==> src/rtl/uart_bus_bridge_s.sv <==
// Bus master that programs the USART after reset, then shuttles bytes between
// two valid/ready streams and the USART DATA register through TX/RX FIFOs.
module uart_bus_bridge_s #(
    parameter int unsigned ADDRESS           = 0,
    parameter int unsigned BUS_ADDR_DATA_LEN = 16,
    parameter int unsigned FIFO_AW           = 4,
    parameter logic [11:0] BAUD_DIV          = 12'd103,
    parameter logic [7:0]  CTRLA_INIT        = 8'h10,
    parameter logic [7:0]  CTRLB_INIT        = 8'h18,
    parameter logic [7:0]  CTRLC_INIT        = 8'h03
) (
    input  logic                         clk,
    input  logic                         rst,
    output logic [BUS_ADDR_DATA_LEN-1:0] addr,
    output logic                         rd,
    output logic                         wr,
    output logic [7:0]                   bus_out,
    input  logic [7:0]                   bus_in,
    input  logic                         int_rx_rcv,
    output logic                         cfg_done,
    input  logic [7:0]                   tx_data,
    input  logic                         tx_valid,
    output logic                         tx_ready,
    output logic [7:0]                   rx_data,
    output logic                         rx_valid,
    input  logic                         rx_ready
);

    localparam int unsigned      DEPTH      = 1 << FIFO_AW;
    localparam logic [FIFO_AW:0] FULL_CNT   = (FIFO_AW + 1)'(DEPTH);
    localparam logic [2:0]       OFS_DATA   = 3'd0;
    localparam logic [2:0]       OFS_STATUS = 3'd1;
    localparam logic [2:0]       OFS_CTRLA  = 3'd3;
    localparam logic [2:0]       OFS_CTRLB  = 3'd4;
    localparam logic [2:0]       OFS_CTRLC  = 3'd5;
    localparam logic [2:0]       OFS_BAUDA  = 3'd6;
    localparam logic [2:0]       OFS_BAUDB  = 3'd7;
    localparam int unsigned      DREIF_BIT  = 5;
    localparam int unsigned      TX         = 0;
    localparam int unsigned      RX         = 1;

    typedef enum logic [2:0] {
        S_INIT,
        S_IDLE,
        S_RX_RD,
        S_TX_POLL,
        S_TX_WRITE,
        S_COOL
    } state_t;

    state_t     state_reg;
    state_t     arb_state;
    logic [2:0] init_idx_reg;
    logic [1:0] cool_cnt_reg;
    logic       arb_now;
    logic [2:0] init_ofs;
    logic [7:0] init_data;

    logic [1:0] fifo_push;
    logic [1:0] fifo_pop;
    logic [1:0] fifo_full;
    logic [1:0] fifo_empty;
    logic [7:0] fifo_din  [2];
    logic [7:0] fifo_head [2];

    function automatic logic [BUS_ADDR_DATA_LEN-1:0] reg_addr(input logic [2:0] ofs);
        return BUS_ADDR_DATA_LEN'(ADDRESS) + BUS_ADDR_DATA_LEN'(ofs);
    endfunction

    // Index 0 is the TX stream (client -> USART), index 1 the RX stream.
    assign fifo_din[TX]  = tx_data;
    assign fifo_din[RX]  = bus_in;
    assign fifo_push[TX] = tx_valid & ~fifo_full[TX];
    assign fifo_pop[TX]  = (state_reg == S_TX_WRITE);
    assign fifo_push[RX] = (state_reg == S_RX_RD);
    assign fifo_pop[RX]  = ~fifo_empty[RX] & rx_ready;

    generate
        for (genvar gi = 0; gi < 2; gi++) begin : g_fifo
            logic [7:0]         mem [DEPTH];
            logic [FIFO_AW-1:0] wr_ptr_reg;
            logic [FIFO_AW-1:0] rd_ptr_reg;
            logic [FIFO_AW:0]   cnt_reg;

            always_ff @(posedge clk) begin
                if (fifo_push[gi]) begin
                    mem[wr_ptr_reg] <= fifo_din[gi];
                end
            end

            always_ff @(posedge clk or posedge rst) begin
                if (rst) begin
                    wr_ptr_reg <= '0;
                    rd_ptr_reg <= '0;
                    cnt_reg    <= '0;
                end else begin
                    if (fifo_push[gi]) wr_ptr_reg <= wr_ptr_reg + 1'b1;
                    if (fifo_pop[gi])  rd_ptr_reg <= rd_ptr_reg + 1'b1;
                    cnt_reg <= cnt_reg + (FIFO_AW + 1)'(fifo_push[gi])
                                       - (FIFO_AW + 1)'(fifo_pop[gi]);
                end
            end

            assign fifo_head[gi]  = mem[rd_ptr_reg];
            assign fifo_full[gi]  = (cnt_reg == FULL_CNT);
            assign fifo_empty[gi] = (cnt_reg == '0);
        end
    endgenerate

    assign tx_ready = ~fifo_full[TX];
    assign rx_valid = ~fifo_empty[RX];
    assign rx_data  = fifo_head[RX];

    always_comb begin
        init_ofs  = OFS_CTRLB;
        init_data = CTRLB_INIT;
        case (init_idx_reg)
            3'd0: begin init_ofs = OFS_BAUDB; init_data = {4'h0, BAUD_DIV[11:8]}; end
            3'd1: begin init_ofs = OFS_BAUDA; init_data = BAUD_DIV[7:0]; end
            3'd2: begin init_ofs = OFS_CTRLC; init_data = CTRLC_INIT; end
            3'd3: begin init_ofs = OFS_CTRLA; init_data = CTRLA_INIT; end
            default: ;
        endcase
    end

    // RX wins arbitration; a full RX FIFO leaves the byte parked in the USART.
    always_comb begin
        arb_state = S_IDLE;
        if (int_rx_rcv && !fifo_full[RX]) begin
            arb_state = S_RX_RD;
        end else if (!fifo_empty[TX]) begin
            arb_state = S_TX_POLL;
        end
    end

    // The last cool-down cycle doubles as the arbitration slot for throughput.
    assign arb_now = (state_reg == S_IDLE) || (state_reg == S_COOL && cool_cnt_reg == 2'd1);

    always_ff @(posedge clk or posedge rst) begin
        if (rst) begin
            state_reg    <= S_INIT;
            init_idx_reg <= '0;
            cool_cnt_reg <= '0;
            addr         <= '0;
            rd           <= 1'b0;
            wr           <= 1'b0;
            bus_out      <= '0;
            cfg_done     <= 1'b0;
        end else begin
            rd   <= 1'b0;
            wr   <= 1'b0;
            addr <= '0;
            case (state_reg)
                S_INIT: begin
                    wr           <= 1'b1;
                    addr         <= reg_addr(init_ofs);
                    bus_out      <= init_data;
                    init_idx_reg <= init_idx_reg + 3'd1;
                    if (init_idx_reg == 3'd4) state_reg <= S_IDLE;
                end
                S_IDLE: cfg_done <= 1'b1;
                S_RX_RD: begin
                    state_reg    <= S_COOL;
                    cool_cnt_reg <= 2'd1;
                end
                S_TX_POLL: begin
                    if (bus_in[DREIF_BIT]) begin
                        state_reg <= S_TX_WRITE;
                        wr        <= 1'b1;
                        addr      <= reg_addr(OFS_DATA);
                        bus_out   <= fifo_head[TX];
                    end else begin
                        state_reg <= S_IDLE;
                    end
                end
                S_TX_WRITE: begin
                    state_reg    <= S_COOL;
                    cool_cnt_reg <= 2'd2;
                end
                S_COOL:  cool_cnt_reg <= cool_cnt_reg - 2'd1;
                default: state_reg <= S_IDLE;
            endcase
            if (arb_now) begin
                state_reg <= arb_state;
                if (arb_state == S_RX_RD) begin
                    rd   <= 1'b1;
                    addr <= reg_addr(OFS_DATA);
                end else if (arb_state == S_TX_POLL) begin
                    rd   <= 1'b1;
                    addr <= reg_addr(OFS_STATUS);
                end
            end
        end
    end

endmodule

==> config.mk <==
export PLATFORM = sky130hd
export DESIGN_NAME = uart_bus_bridge_s
export DESIGN_NICKNAME = d
export VERILOG_FILES = /design/src/rtl/uart_bus_bridge_s.sv
export SDC_FILE = /design/constraint.sdc
export NUM_CORES = 1
export LEC_CHECK = 0
export ABC_AREA = 1
export CORE_ASPECT_RATIO = 0.75
export CORE_UTILIZATION = 50
export DETAILED_ROUTE_END_ITERATION = 10
export GPL_TIMING_DRIVEN = 0
export PLACE_DENSITY_LB_ADDON = 0.15
export SETUP_SLACK_MARGIN = 0.2
export SLEW_MARGIN = 5
export SYNTH_ARGS = -nofsm -noshare
export SYNTH_HDL_FRONTEND = slang
export SYNTH_SLANG_ARGS = --single-unit
==> constraint.sdc <==
create_clock -name clk -period 2.6 [get_ports clk]
set_clock_uncertainty 0.1 [all_clocks]
set_input_delay 0.52 -clock clk [delete_from_list [all_inputs] [get_ports clk]]
set_output_delay 0.52 -clock clk [all_outputs]
set_load 0.1 [all_outputs]
==> impl_metrics.ini <==
[timing]
worstMarginPinSlew_ps = 963
max_slew_margin = 0.361
fin_crit_ps = 2920
finalSetupViolations = 8
max_freq_mhz = 343
hold_viol = 0
final.period_utilization = 1.12
rsz0062_at_grt = yes
setup_slack_ps = -318
slew_viol_final = 0

[grt]
grt_antenna_before_repair = 0
grt_util_all_layers = 0.247
grt_pass1_vias = 8242
grt-ovfl-total = 0
grt_max_degree = 36
grt_pass1_wl_mm = 48.6

[setup_path]
critical_path_class = reg -> out
cp-start-kind = register
endpoint_kind = output pin
cp_max_fo = 8
cp_slowest_cell = o211ai_1
r2r_slack_ps = 280
worst_path_largest_cell_delay_ps = 420
path_cells = buf_8, inv_8, buf_8, nor2_1, o211ai_1, o211ai_1, nand2_2, buf_12
required_ps = 1980
arrival_ps = 2300

[power]
power.total_w = 0.0196
leakagePower_nw = 5.91
ir_worst_vdd_uv = 934
cellPowerDensity_nw_per_um2 = 1260

[cells_and_area]
fin_util = 0.619
final_common_cell = edfxtp_1
largest_reg_flops = 256
layout.nets = 1274
area_growth_pct = 20.3
drive_gt1_frac = 0.161
layout_common_cells = edfxtp_1 (256), nor2_1 (152), nand2_1 (137), inv_1 (83), o21ai_0 (79)
antenna-diode-count = 0

[clock_network]
holdBufCountCts = 0
cts.clk_slew.worst_paths_ps = 60
insertion_delay_ps = 540
cts_max_level = 1
cts-buffers-inserted = 29
clkSinkCount = 304
cts_tree = yes
clock-root-buffer = clkbuf_16
cts_max_path_buffers = 3

[detailed_routing]
drt-initial-drc-count = 947
ant_nets = 0
via_per_inst = 5.48
post_drt_wl_per_cell_microns = 20.3
routed_wl_mm = 32.1
drcViolationCount = 0
first_pass_iters = 7
vias = 8674

[synth]
ys.flop_type = edfxtp_1
avgSynthCellArea_sq_um = 11.5
async_reset_ff_frac = 0.158
ys_seq_area_frac = 0.687
yosysUniqueCellTypes = 27
yosysWarnings = 0
ys_seq_elements = 304
synth_cells = 1122
synth_edf_count = 256
syn_area_sq_um = 12900

[placed_design]
portBuffers = 44
dpl.hpwl_mm = 21.4
gp_congestion = 0.949

[floorplan]
dieArea_sq_um = 26500
die_w_microns = 188
initial_core_util = 0.514
io_pins = 58
die_y_microns = 141
coreArea_sq_um = 25100
num_rows = 50

[run_status]
violations = setup timing
status = finished with violations

[job]
drv_cap = 0

[min_path]
hold_path_class = in -> async
through the flow:
stage	hold slack (ps)	instances	cell area, sq um	worst slack [ps]	setup TNS, ps
3_5_place_dp	372	1517	14100	-959	-9070
2_1_floorplan	375	1134	13200	-774	-27650
3_3_place_gp	367	1516	14100	-964	-22920
6_report	156	1583	15600	-318	-2100
4_1_cts	154	1578	15500	-265	-1840
5_1_grt	172	1583	15600	-394	-2770
worst paths after layout:
path,to,cells after the start,from
max,rx_data[1],8,g_fifo[1].rd_ptr_reg[0]
min,g_fifo[1].cnt_reg[4],2,rst
max reg2reg,g_fifo[1].mem[6][2],4,state_reg[0]
min reg2reg,bus_out[4],2,bus_out[4]
max in group asynchronous,g_fifo[0].cnt_reg[1],3,rst
min in group clk,bus_out[4],2,bus_out[4]
cell usage after synthesis (15+ instances only):
| cell | count | area (sq um) |
|---|---|---|
| buf_4 | 20 | 150 |
| nor2_1 | 186 | 698 |
| nand3_1 | 73 | 365 |
| inv_1 | 92 | 345 |
| ha_1 | 28 | 350 |
| o21ai_1 | 15 | 75.1 |
| buf_2 | 29 | 145 |
| o21ai_0 | 102 | 510 |
| o211ai_1 | 52 | 390 |
| xor2_1 | 20 | 175 |
| dfrtp_1 | 48 | 1200 |
| edfxtp_1 | 256 | 7690 |
| nand2_1 | 150 | 563 |
layout make-up:
| class | count | area (sq um) |
|---|---|---|
| Timing Repair Buffer | 57 | 672 |
| Tap cell | 338 | 423 |
| Fill cell | 1958 | 9580 |
| Timing Repair inverter | 1 | 6.26 |
| Multi-Input combinational cell | 667 | 3760 |
| Inverter | 100 | 394 |
| Sequential cell | 304 | 8890 |
| Clock buffer | 44 | 862 |
| Clock inverter | 9 | 67.6 |
| Buffer | 63 | 490 |
where the power goes:
part           leakage [nW]  switching [W]  total (W)  internal [W]
Sequential             2.89       0.000302    0.00621       0.00590
Combinational          2.55        0.00638    0.00929       0.00291
Clock                 0.464        0.00176    0.00413       0.00237
Total                  5.91        0.00845     0.0196        0.0112
critical path, delay by kind of cell, from the launching register on:
family / cells / cell delay, ps
AND/OR/NAND/NOR: 2 / 180
flip-flops: 1 / 400
buffers and inverters: 4 / 570
AO/OA/AOI/OAI: 2 / 610
repair_timing:
action                     in CTS  in global routing
pin swaps                      19                 10
setup endpoints to repair     137                 18
resized for setup             199                 21
buffers inserted                5                  5
cloned                          3                  0
cells by family after synthesis:
family / Yosys count / share of synthesized area
buffers and inverters: 163 / 0.0560
XOR/XNOR: 21 / 0.0142
AO/OA/AOI/OAI: 185 / 0.0821
other: 1 / 0.000290
flip-flops: 304 / 0.687
adder cells (fa/ha/maj): 30 / 0.0302
AND/OR/NAND/NOR: 418 / 0.130
per-layer routing:
layer / wire, microns / track usage / part of all wire / vias to the layer above
li1: - / - / - / 4045
met1: 15000 / 0.383 / 0.47 / 4243
met2: 13600 / 0.356 / 0.42 / 349
met3: 3020 / 0.0532 / 0.094 / 37
met4: 488 / 0.0535 / 0.015 / 0
met5: 0 / 0 / 0 / -
Note: power is estimated with default switching activity, not from simulation.
